### config.mk
export PLATFORM = sky130hd
export DESIGN_NAME = storage_client
export DESIGN_NICKNAME = d
export VERILOG_FILES = /design/src/rtl/storage_pkg.sv /design/src/rtl/storage_tag_tracker.sv /design/src/rtl/storage_client.sv
export SDC_FILE = /design/constraint.sdc
export NUM_CORES = 1
export LEC_CHECK = 0
export CAP_MARGIN = 30
export CORE_UTILIZATION = 45
export CTS_CLUSTER_SIZE = 20
export DETAILED_ROUTE_END_ITERATION = 12
export GPL_TIMING_DRIVEN = 0
export PLACE_DENSITY = 0.86
export SYNTH_ARGS = -nofsm -noshare
export SYNTH_HDL_FRONTEND = slang
export SYNTH_SLANG_ARGS = --single-unit
### constraint.sdc
create_clock -name clk -period 7 [get_ports clk]
set_input_delay 1.75 -clock clk [delete_from_list [all_inputs] [get_ports clk]]
set_output_delay 1.75 -clock clk [all_outputs]
set_load 0.02 [all_outputs]
### src/rtl/storage_pkg.sv
// Shared definitions for the per-core storage read client, the port arbiter
// and the storage side: issue states, default field widths, field helpers.
package storage_pkg;

  localparam int ID_W_DEF   = 4;
  localparam int TAG_W_DEF  = 2;
  localparam int ADDR_W_DEF = 8;
  localparam int DATA_W_DEF = 32;

  typedef logic [1:0] issue_state_t;

  localparam issue_state_t ST_IDLE = 2'd0;
  localparam issue_state_t ST_REQ  = 2'd1;
  localparam issue_state_t ST_SEND = 2'd2;

  localparam int REQ_W_DEF = ID_W_DEF + TAG_W_DEF + ADDR_W_DEF;
  localparam int RSP_W_DEF = ID_W_DEF + TAG_W_DEF + DATA_W_DEF;

  // Field helpers for the default-width request/response words.
  function automatic logic [REQ_W_DEF-1:0] pack_req(
    input logic [ID_W_DEF-1:0]   id,
    input logic [TAG_W_DEF-1:0]  tag,
    input logic [ADDR_W_DEF-1:0] addr
  );
    return {id, tag, addr};
  endfunction

  function automatic logic [ID_W_DEF-1:0] resp_id(input logic [RSP_W_DEF-1:0] rsp);
    return rsp[RSP_W_DEF-1 -: ID_W_DEF];
  endfunction

  function automatic logic [TAG_W_DEF-1:0] resp_tag(input logic [RSP_W_DEF-1:0] rsp);
    return rsp[DATA_W_DEF +: TAG_W_DEF];
  endfunction

  function automatic logic [DATA_W_DEF-1:0] resp_data(input logic [RSP_W_DEF-1:0] rsp);
    return rsp[DATA_W_DEF-1:0];
  endfunction

endpackage

### src/rtl/storage_tag_tracker.sv
// Outstanding-read tracker: in-order tag window, per-head timeout, and the
// match / mismatch / timeout decision for each incoming response.
module storage_tag_tracker
  import storage_pkg::*;
#(
  parameter int TAG_W   = TAG_W_DEF,
  parameter int TIMEOUT = 255
) (
  input  logic             clk,
  input  logic             rst,
  input  logic             push_i,
  input  logic             rsp_valid_i,
  input  logic [TAG_W-1:0] rsp_tag_i,
  output logic             has_room_o,
  output logic [TAG_W-1:0] next_tag_o,
  output logic             hit_o,
  output logic             err_o,
  output logic             timeout_o
);

  localparam int                 DEPTH    = 1 << TAG_W;
  localparam int                 CNT_W    = TAG_W + 1;
  localparam logic [CNT_W-1:0]   CNT_ONE  = CNT_W'(1);
  localparam logic [CNT_W-1:0]   CNT_FULL = CNT_W'(DEPTH);
  localparam logic [TAG_W-1:0]   TAG_ONE  = TAG_W'(1);
  localparam logic [15:0]        TMO_LAST = 16'(TIMEOUT - 1);

  logic [CNT_W-1:0] count_q, count_d;
  logic [TAG_W-1:0] head_q, head_d;
  logic [TAG_W-1:0] next_q, next_d;
  logic [15:0]      tmo_q, tmo_d;
  logic             busy_s, pop_s;

  assign busy_s     = (count_q != {CNT_W{1'b0}});
  assign hit_o      = rsp_valid_i && busy_s && (rsp_tag_i == head_q);
  // The age counter includes the issue cycle, so the head is abandoned
  // TIMEOUT cycles after it was sent; a matching response that cycle wins.
  assign timeout_o  = busy_s && (tmo_q >= TMO_LAST) && !hit_o;
  assign err_o      = (rsp_valid_i && !hit_o) || timeout_o;
  assign pop_s      = hit_o || timeout_o;
  assign has_room_o = (count_q < CNT_FULL);
  assign next_tag_o = next_q;

  always_comb begin
    count_d = count_q;
    head_d  = head_q;
    next_d  = next_q;
    tmo_d   = 16'd0;
    case ({push_i, pop_s})
      2'b10:   count_d = count_q + CNT_ONE;
      2'b01:   count_d = count_q - CNT_ONE;
      default: count_d = count_q;
    endcase
    if (push_i) begin
      next_d = next_q + TAG_ONE;
    end else begin
      next_d = next_q;
    end
    if (pop_s) begin
      head_d = head_q + TAG_ONE;
    end else begin
      head_d = head_q;
    end
    if (pop_s) begin
      tmo_d = 16'd0;
    end else if (busy_s || push_i) begin
      tmo_d = tmo_q + 16'd1;
    end else begin
      tmo_d = 16'd0;
    end
  end

  always_ff @(posedge clk) begin
    if (rst) begin
      count_q <= {CNT_W{1'b0}};
      head_q  <= {TAG_W{1'b0}};
      next_q  <= {TAG_W{1'b0}};
      tmo_q   <= 16'd0;
    end else begin
      count_q <= count_d;
      head_q  <= head_d;
      next_q  <= next_d;
      tmo_q   <= tmo_d;
    end
  end

endmodule

### src/rtl/storage_client.sv
// Per-core read client: arbitrates for the shared storage port, issues tagged
// reads and reports in-order completions, mismatches and timeouts to the core.
module storage_client
  import storage_pkg::*;
#(
  parameter int CORE_ID   = 1,
  parameter int GRANT_IDX = 0,
  parameter int N_CORES   = 4,
  parameter int ID_W      = ID_W_DEF,
  parameter int TAG_W     = TAG_W_DEF,
  parameter int ADDR_W    = ADDR_W_DEF,
  parameter int DATA_W    = DATA_W_DEF,
  parameter int TIMEOUT   = 255
) (
  input  logic                         clk,
  input  logic                         rst,
  input  logic                         rd_ce,
  input  logic [ADDR_W-1:0]            rd_addr,
  output logic                         rd_ready,
  output logic [DATA_W-1:0]            rd_data,
  output logic                         rd_done,
  output logic                         rd_err,
  output logic                         req,
  input  logic [N_CORES-1:0]           grant,
  output logic [ID_W+TAG_W+ADDR_W-1:0] number_and_addr,
  output logic                         storage_valid,
  input  logic                         txn_done,
  input  logic [ID_W+TAG_W+DATA_W-1:0] data_from_storage
);

  localparam int              NA_W  = ID_W + TAG_W + ADDR_W;
  localparam int              RSP_W = ID_W + TAG_W + DATA_W;
  localparam logic [ID_W-1:0] MY_ID = ID_W'(CORE_ID);

  issue_state_t      state_q, state_d;
  logic [ADDR_W-1:0] addr_q, addr_d;
  logic [NA_W-1:0]   nad_q, nad_d;
  logic [DATA_W-1:0] rd_data_q, rd_data_d;
  logic              rd_done_q, rd_done_d;
  logic              rd_err_q, rd_err_d;

  logic [ID_W-1:0]   rsp_id_s;
  logic [TAG_W-1:0]  rsp_tag_s;
  logic [DATA_W-1:0] rsp_data_s;
  logic [TAG_W-1:0]  next_tag_s;
  logic              rsp_mine_s, push_s, has_room_s, ready_s;
  logic              hit_s, err_s, tmo_s;

  assign rsp_id_s   = data_from_storage[RSP_W-1 -: ID_W];
  assign rsp_tag_s  = data_from_storage[DATA_W +: TAG_W];
  assign rsp_data_s = data_from_storage[DATA_W-1:0];
  assign rsp_mine_s = txn_done && (rsp_id_s == MY_ID);
  assign push_s     = (state_q == ST_SEND);
  assign ready_s    = (state_q == ST_IDLE) && has_room_s;

  storage_tag_tracker #(
    .TAG_W   (TAG_W),
    .TIMEOUT (TIMEOUT)
  ) u_tracker (
    .clk         (clk),
    .rst         (rst),
    .push_i      (push_s),
    .rsp_valid_i (rsp_mine_s),
    .rsp_tag_i   (rsp_tag_s),
    .has_room_o  (has_room_s),
    .next_tag_o  (next_tag_s),
    .hit_o       (hit_s),
    .err_o       (err_s),
    .timeout_o   (tmo_s)
  );

  // next_tag only moves in SEND, so capturing it on the grant is stable.
  always_comb begin
    state_d = state_q;
    addr_d  = addr_q;
    nad_d   = nad_q;
    case (state_q)
      ST_IDLE: begin
        if (rd_ce && ready_s) begin
          addr_d  = rd_addr;
          state_d = ST_REQ;
        end else begin
          state_d = ST_IDLE;
        end
      end
      ST_REQ: begin
        if (grant[GRANT_IDX]) begin
          nad_d   = {MY_ID, next_tag_s, addr_q};
          state_d = ST_SEND;
        end else begin
          state_d = ST_REQ;
        end
      end
      ST_SEND: state_d = ST_IDLE;
      default: state_d = ST_IDLE;
    endcase
  end

  always_comb begin
    rd_done_d = hit_s;
    rd_err_d  = err_s;
    if (hit_s) begin
      rd_data_d = rsp_data_s;
    end else if (tmo_s) begin
      rd_data_d = {DATA_W{1'b0}};
    end else begin
      rd_data_d = rd_data_q;
    end
  end

  always_ff @(posedge clk) begin
    if (rst) begin
      state_q   <= ST_IDLE;
      addr_q    <= {ADDR_W{1'b0}};
      nad_q     <= {NA_W{1'b0}};
      rd_data_q <= {DATA_W{1'b0}};
      rd_done_q <= 1'b0;
      rd_err_q  <= 1'b0;
    end else begin
      state_q   <= state_d;
      addr_q    <= addr_d;
      nad_q     <= nad_d;
      rd_data_q <= rd_data_d;
      rd_done_q <= rd_done_d;
      rd_err_q  <= rd_err_d;
    end
  end

  assign rd_ready        = ready_s;
  assign req             = (state_q == ST_REQ);
  assign storage_valid   = (state_q == ST_SEND);
  assign number_and_addr = nad_q;
  assign rd_data         = rd_data_q;
  assign rd_done         = rd_done_q;
  assign rd_err          = rd_err_q;

endmodule
# == After elaboration in Yosys (flattened, before gate mapping) ==
# Cells that the tools add are included.
# totals
regBits,78
elab_cells,49
# classes
n_addsub,5
magnitude_cmp,2
n_eq_ne,6
n_mux,6
n_bitwise,1
reduce_logical,19
# op_table
op,count
$mux 32,2
$add 16x1->16 const B,1
$ge 16x8->1 const B,1
$logic_and 1x1->1,8
$pmux 3 s2,1
$add 2x1->2 const B,2
$eq 2x1->1 const B,2
$eq 2x2->1 const B,2
$eq 4x1->1 const B,1
$pmux 2 s2,1
$reduce_and 2->1,2
$reduce_bool 2->1,2
$add 3x1->3 const B,1
$logic_or 1x1->1,3
$lt 3x3->1 const B,1
$reduce_bool 3->1,1
$reduce_or 3->1,1
$sub 3x1->3 const B,1
$eq 2x2->1,1
$logic_not 2->1,1
$mux 2,1
$logic_not 1->1,1
$mux 1,1
$not 1->1,1

# == Depth between registers and ports, before layout ==
# logic_depth
depth_word,9
ltp_mapped,12
depth_no_buf,12

# == Hierarchy ==
# From an unflattened synthesis, not the netlist that was laid out.
# hier_totals
cells_unflattened,293
area_unflattened_um2,3204.3
# modules_own_cells
mod,n_inst,cells_per_inst,area_per_inst_um2
storage_client,1,165,1964.4
storage_tag_tracker,1,128,1239.9

# == Least setup slack after synthesis ==
# No wires, ideal clock.
# synth_timing
kind,input to register
start,input data_from_storage[35]
end,register u_tracker.count_q[2]
setup_ns,0.071
t_arrival_ns,3.778
slack_ns,3.151
path_stages,10
path_buffers,0
cell_sequence,nor4b_1 and4_1 o31ai_1 inv_1 ha_1 inv_1 fa_1 xor2_1 or3_2 a21oi_1
# synth_via
elab_chain_cells,9
# synth_rtl
element,line,text
"start, declared",storage_client.sv:28,input logic [ID_W+TAG_W+DATA_W-1:0] data_from_storage
$eq 4x1->1 *,storage_client.sv:52,assign rsp_mine_s = txn_done && (rsp_id_s == MY_ID);
$logic_and 1x1->1 *,storage_client.sv:52,
$logic_and 1x1->1 * (2 in a row),storage_tag_tracker.sv:35,assign hit_o = rsp_valid_i && busy_s && (rsp_tag_i == head_q);
$logic_not 1->1,storage_tag_tracker.sv:38,assign timeout_o = busy_s && (tmo_q >= TMO_LAST) && !hit_o;
$logic_and 1x1->1,storage_tag_tracker.sv:38,
$logic_or 1x1->1 *,storage_tag_tracker.sv:40,assign pop_s = hit_o || timeout_o;
$eq 2x1->1 or $eq 2x2->1 (tied branches),storage_tag_tracker.sv:49,"case ({push_i, pop_s})"
$pmux 3 s2 or $reduce_bool 2->1 (tied branches),-,
"end signal, assigned",storage_tag_tracker.sv:75,count_q <= {CNT_W{1'b0}};
"end signal, assigned",storage_tag_tracker.sv:80,count_q <= count_d;
"end, declared",storage_tag_tracker.sv:28,"logic [CNT_W-1:0] count_q, count_d;"
# Mark *: on every way between the ends. The rest lies on a longest branch, timed or not.
# A chain may end at the register's enable or synchronous reset.

# == Final worst setup path ==
# Same ends and word-level chain as after synthesis.

==> summary.txt <==
Setup path
  • Worst Reg-to-Reg Cells: 11
  • Reg-to-reg startpoint: u_tracker.tmo_q[1]
  • Critical path capture point type: flop
  • Setup crit start kind: input port
  • WP data arrival: 4.45 ns
  • RR Endpoint: u_tracker.count_q[2]
  • Critical path fanouts, max: 4
  • Setup CP Type: input port to flop
  • R2R setup slack: 4.36 ns
  • Critical path data required time: 7.27 ns

STA
  • Hold slack: 0.4587 ns
  • Fmax: 0.2392 GHz
  • Fin Clk Skew: approximately 0.014 ns
  • Fin crit share: 0.5973
  • Final setup viols: 0
  • Slew Limit Fails: 0
  • Final worst slack: 2.819 ns
  • Final min period: 4.181 ns
  • Fin. Hold Viols: 0
  • Least-Margin Pin Slew: 0.6977 ns
  • Slew margin rel.: 0.5349
  • Unrepaired setup endpoints after global routing: no
  • Setup TNS Final: 0 ns

Layout
  • Post-layout util: 0.6995
  • Design area: around 0.0042 mm2
  • Fillers: a little under 500
  • Finished Layout Cells: around 480
  • Commonest non-fill, non-tap cell in the layout: clkdlybuf4s50_1
  • # diodes: 0
  • Most frequent cells in the layout: clkdlybuf4s50_1 (98), dfxtp_1 (78), nor2_1 (39)
  • Share of layout cells above drive strength 1: 0.07617
  • Layout Area Growth over Synthesis: 47.18%
  • # nets final: 460

Power and ir drop
  • Clk pwr share: 0.460
  • P_leak: 1.648 nW
  • Final total power: 0.9632 mW
  • Max VDD drop: 0.0001956 V
  • Pint: between 0.7 and 0.8 mW
  • Power per cell area: between 200 and 250 mW/mm2
  • Combinational power share: 0.070
  • Net Sw Power: 0.1998 mW
  • Sequential power share: 0.469
  • Switching share of total power: 0.2074

Global routing
  • First-pass GRT wire length: ~10 mm
  • Number of global-route vias before repair: 2386
  • Grt ovf: 0
  • Pin count of the biggest net entering global routing: 15
  • Initial antenna violation count: 0
  • Global Route Usage Sum: 0.2067

Job
  • Max Cap Viol: 0

Yosys
  • Yosys Warn Count: 0
  • Post-synth EDFFs: 0
  • Post-synthesis sequential area ratio: 0.5452
  • Adder-cell area share of the yosys netlist: 0.02010
  • Cell Area, Synth: 0.002864 mm2
  • Post-synthesis compound-gate area fraction: 0.1359
  • Asr flop ratio synth: 0
  • Main combinational cell family by area after synthesis: simple AND/OR/NAND/NOR gates
  • Yosys reg bits: 78
  • Mux cell area share after synthesis: 0.03145
  • Main synth FF type: dfxtp_1
  • Post-Synth XOR/XNOR Area: 0.06422
  • Simple-gate share of the synthesized area: 0.1555
  • Post-synth cell types: 36
  • Syn Area/Cell: 9.842 um2
  • Cells after Synth: 291

Clocking
  • Sink Count: 78
  • Root Buffer: clkbuf_8
  • Clk_lat worst skew: approximately 0.35 ns
  • Post_cts resized: 0
  • Max Buffers Root-to-Sink: 2
  • Hold-fix buffers, CTS: 0
  • H-tree Lvls: 3
  • CTS Buf Count: 9
  • Clock slew at reported path FFs: 0.08 ns
  • CTS tree: yes
  • Setup Fix Bufs, Post-CTS: 0

Die
  • Row cnt: 28
  • Core area: 0.006026 mm2
  • Die ar.: ~0.0067 mm2
  • Die X: about 80 um
  • Die Ht: 81.78 um
  • # IOs: 105
  • Initial core utilization: 0.4753

Min path
  • Hold depth: 2
  • Hold path start: addr_q[1]
  • Hold Crit Class: flop to flop
  • Hold EP: addr_q[1]

Route
  • Total length of routed wires: ~6.8 mm
  • Antenna Violating Nets Remaining: 0
  • WL/cell: roughly 14 um
  • Initial DRC count: 74
  • Via Count: between 2000 and 2500
  • DRC viols: 0
  • Routed vias/inst: 5.114
  • DRT Pass-1 Iters: 4

Outcome
  • Status: finished clean

Placement
  • Hpwl dp: a little under 5 mm
  • Routability cong.: 0.7572
  • Setup WS pre-CTS: 2.473 ns
  • Port Buffers: 98
  • Placed Instance Area: 0.003946 mm2
  • Placed Cells incl. Taps: 466
-- critical path: stages --
cell             delay (ns)
clkdlybuf4s50_1        0.40
nor4b_1                0.38
and4_1                 0.36
o31ai_1                0.15
inv_1                  0.08
ha_1                   0.17
inv_1                  0.06
fa_1                   0.38
xor2_1                 0.17
or3_2                  0.40
a21oi_1                0.15
-- final cells by class --
class	count	area, um2	area share
repair buffers	98	980.9	0.2327
well taps	75	93.84	0.02226
clock buffers	9	123.9	0.02939
inverters	8	30.03	0.007124
plain buffers	18	102.6	0.02434
flip-flops and latches	78	1562	0.3704
multi-input cells	189	1177	0.2793
clock inverters	7	145.1	0.03443
-- registers in the layout (all words and copies together), names as in the netlist --
name / cells
u_tracker.next_tag_o: 2
rd_data: 32
rd_err: 1
rd_done: 1
u_tracker.count_q: 3
u_tracker.tmo_q: 16
u_tracker.head_q: 2
state_q: 2
number_and_addr: 11
addr_q: 8
-- synth_stat cells, types with 2 or more instances --
| cell | count | area, um2 |
|---|---|---|
| xor2_1 | 13 | 113.9 |
| nand2_1 | 30 | 112.6 |
| nor3_1 | 5 | 25.02 |
| mux2i_1 | 9 | 90.09 |
| a21oi_1 | 15 | 75.07 |
| dfxtp_1 | 78 | 1562 |
| buf_6 | 2 | 22.52 |
| nor4_1 | 2 | 12.51 |
| a22o_1 | 32 | 280.3 |
| o21ai_0 | 2 | 10.01 |
| nor2b_1 | 2 | 12.51 |
| nand4_1 | 2 | 12.51 |
| inv_1 | 8 | 30.03 |
| clkbuf_1 | 5 | 18.77 |
| nor2_1 | 39 | 146.4 |
| buf_4 | 3 | 22.52 |
| buf_2 | 7 | 35.03 |
| ha_1 | 3 | 37.54 |
| xnor2_1 | 8 | 70.07 |
| or3_1 | 2 | 12.51 |
| and3_1 | 2 | 12.51 |
| nand3_1 | 8 | 40.04 |
-- routing by layer --
| metal | part of all wire | GRT usage |
|---|---|---|
| met1 | 0.43 | 0.2426 |
| met5 | 0 | 0 |
| met3 | 0.055 | 0.06000 |
| met4 | 0.016 | 0.07719 |
| met2 | 0.50 | 0.3545 |
-- how the worst max path moves through the flow --
stage	to	cells past startpoint	startpoint	slack, ns
final	u_tracker.count_q[2]	11	data_from_storage[35]	2.82
after global routing	u_tracker.count_q[2]	11	data_from_storage[35]	2.63
after CTS	u_tracker.count_q[2]	11	data_from_storage[35]	2.80
after detailed placement	u_tracker.count_q[2]	11	data_from_storage[35]	2.47
after global placement	u_tracker.count_q[2]	11	data_from_storage[35]	2.59
after floorplan	u_tracker.count_q[2]	10	data_from_storage[35]	3.15
-- kinds of logic (layout without fill, tap and decap cells) --
group	count (synthesis)	after routing
other	1	3
AOI/OAI and AO/OA	52	52
muxes	9	9
buffers and inverters	26	140
and+or+nand+nor	100	100
adders and majority gates	4	4
xor gates and xnor gates	21	21
DFF	78	78
-- power by group through the flow --
stage | Sequential [mW] | Clock (mW) | Combinational, mW
after floorplan | 0.463 | 0 | 0.0265
after global placement | 0.462 | 0 | 0.0661
after detailed placement | 0.463 | 0 | 0.0675
after CTS | 0.452 | 0.450 | 0.0681
after global routing | 0.453 | 0.469 | 0.0732
final | 0.452 | 0.443 | 0.0678
Note: power is estimated with default switching activity, not from simulation.
==> RTL change: new RTL, same flow settings <==
Register the output `rd_err` once more; this adds one clock of latency there. The other outputs are not delayed to match.
--- a/src/rtl/storage_client.sv
+++ b/src/rtl/storage_client.sv
@@ -133,5 +133,7 @@
   assign rd_data         = rd_data_q;
   assign rd_done         = rd_done_q;
-  assign rd_err          = rd_err_q;
+  always_ff @(posedge clk) begin
+    rd_err <= rd_err_q;
+  end
 
 endmodule
Function: changed (a bounded check fails within 4 cycles, from zero or initial values and one cycle with rst high).
==> RTL change against the unedited design <==
Fmax grew 2.0%. Final area down 0.98%. Core utilization fell by 1.1 points. Sequential cell count up 1. Wire length is 5.1% lower. Area after synthesis grew 0.70%. Total power fell by 9.4%. Setup slack improved by 81 ps. Die area is 0.69% higher. Sequential power is 1% higher. Critical endpoint unchanged.
==> RTL change: results (changes against the unedited design) <==
* Final std cells w/o fill at 483 (was 482)
* # nets final at 461 (was 460)
* Peak VDD IR at 106 uV (was 196 uV)
* Gpl congestion at 0.739 (was 0.757)
* P_leak at 1.63 nW (was 1.65 nW)
* First-pass GRT wire length at 10100 um (was 10400 um)
* M1 WL at 2800 um (was 2900 um)
* Hold Startpoint: rd_err_q (was addr_q[1])
* Met3 routed WL at 357 um (was 375 um)
* Placed insts at 467 (was 466)
* Psw at 0.000195 W (was 0.000200 W)
* GRT Total Usage at 20.0% (was 20.7%)
* First-pass DRT Iterations at 4 (unchanged)
* Clock Skew at 10.5 ps (was 14.3 ps)
* Total Routed Length at 6430 um (was 6780 um)
* GR Util met2 at 32.1% (was 35.5%)
* Max reg flops at 32 (unchanged)
* Rel. slew slack at 53.0% (was 53.5%)
* Post-synthesis cell type count at 35 (was 36)
* Metal2 WL at 3090 um (was 3390 um)
* Mapped Cells at 292 (was 291)
* Met3 GRT Util at 4.78% (was 6.00%)
* Top cells by area, synth: dfxtp_1, a22o_1, nor2_1 (unchanged)
* Status: finished clean (unchanged)
* Met1 Resource Use GR at 24.5% (was 24.3%)
* Share of cells above drive strength 1 at 7.60% (was 7.62%)
* Seq/Total Area, Yosys at 54.8% (was 54.5%)
* Commonest cells in the netlist: dfxtp_1, nor2_1, a22o_1 (unchanged)
* Vias in the first global route at 2300 (was 2386)
* Hold Path Depth at 0 (was 2)
* Final Max Slew Viols at 0 (unchanged)
* Post-DP HPWL at 4740 um (was 4900 um)
* Starting DRT DRC Count at 114 (was 74)
* Clk buf depth at 2 (unchanged)
RTL change: cell count changes after synthesis, sizes merged:
cell / before / now
buf: 13 / 12
dfxtp: 78 / 79
clkbuf: 5 / 6
RTL change: path summary, 6_finish.rpt:
kind,end,slack (ps)
max,u_tracker.count_q[2],2900
min reg2reg,rd_err,330
max reg2reg,u_tracker.count_q[2],4400
min,rd_err,330
RTL change: logic make-up after synthesis:
kind of cell	synth area share [%]
and+or+nand+nor	15.4
DFF	54.8
AOI/OAI and AO/OA	13.5
buffers and inverters	4.60
xor gates and xnor gates	6.38
muxes	3.12
adders and majority gates	2.00
other	0.130
RTL change: power by group through the flow:
stage	clock (W)	combinational [W]	sequential, W
after global placement	0	0.0000660	0.000468
final	0.000347	0.0000670	0.000458
after floorplan	0	0.0000265	0.000469
after global routing	0.000375	0.0000727	0.000459
after CTS	0.000352	0.0000678	0.000458
after detailed placement	0	0.0000672	0.000469
RTL change: through the flow:
step	hold slack [ps]	util [%]	setup slack, ps	instance area [um^2]
2_1_floorplan	310	-	3150	2890
3_3_place_gp	315	65.4	2600	3970
3_5_place_dp	315	65.4	2520	3970
4_1_cts	331	68.9	2870	4170
5_1_grt	334	68.9	2670	4170
6_report	333	68.9	2900	4170
RTL change: critical path, cell delays in order:
cell and delay [ps]:
clkdlybuf4s50_1 400, nor4b_1 360, and4_1 330, o31ai_1 130, inv_1 80, ha_1 170
inv_1 70, fa_1 370, xor2_1 170, or3_2 410, a21oi_1 150
RTL change: final cells by class:
class / count / area [um^2]
Fill cell: 471 / 1890
Sequential cell: 79 / 1580
Multi-Input combinational cell: 189 / 1180
Timing Repair Buffer: 98 / 981
Clock buffer: 11 / 151
Buffer: 18 / 103
Tap cell: 75 / 93.8
Clock inverter: 5 / 56.3
Inverter: 8 / 30.0
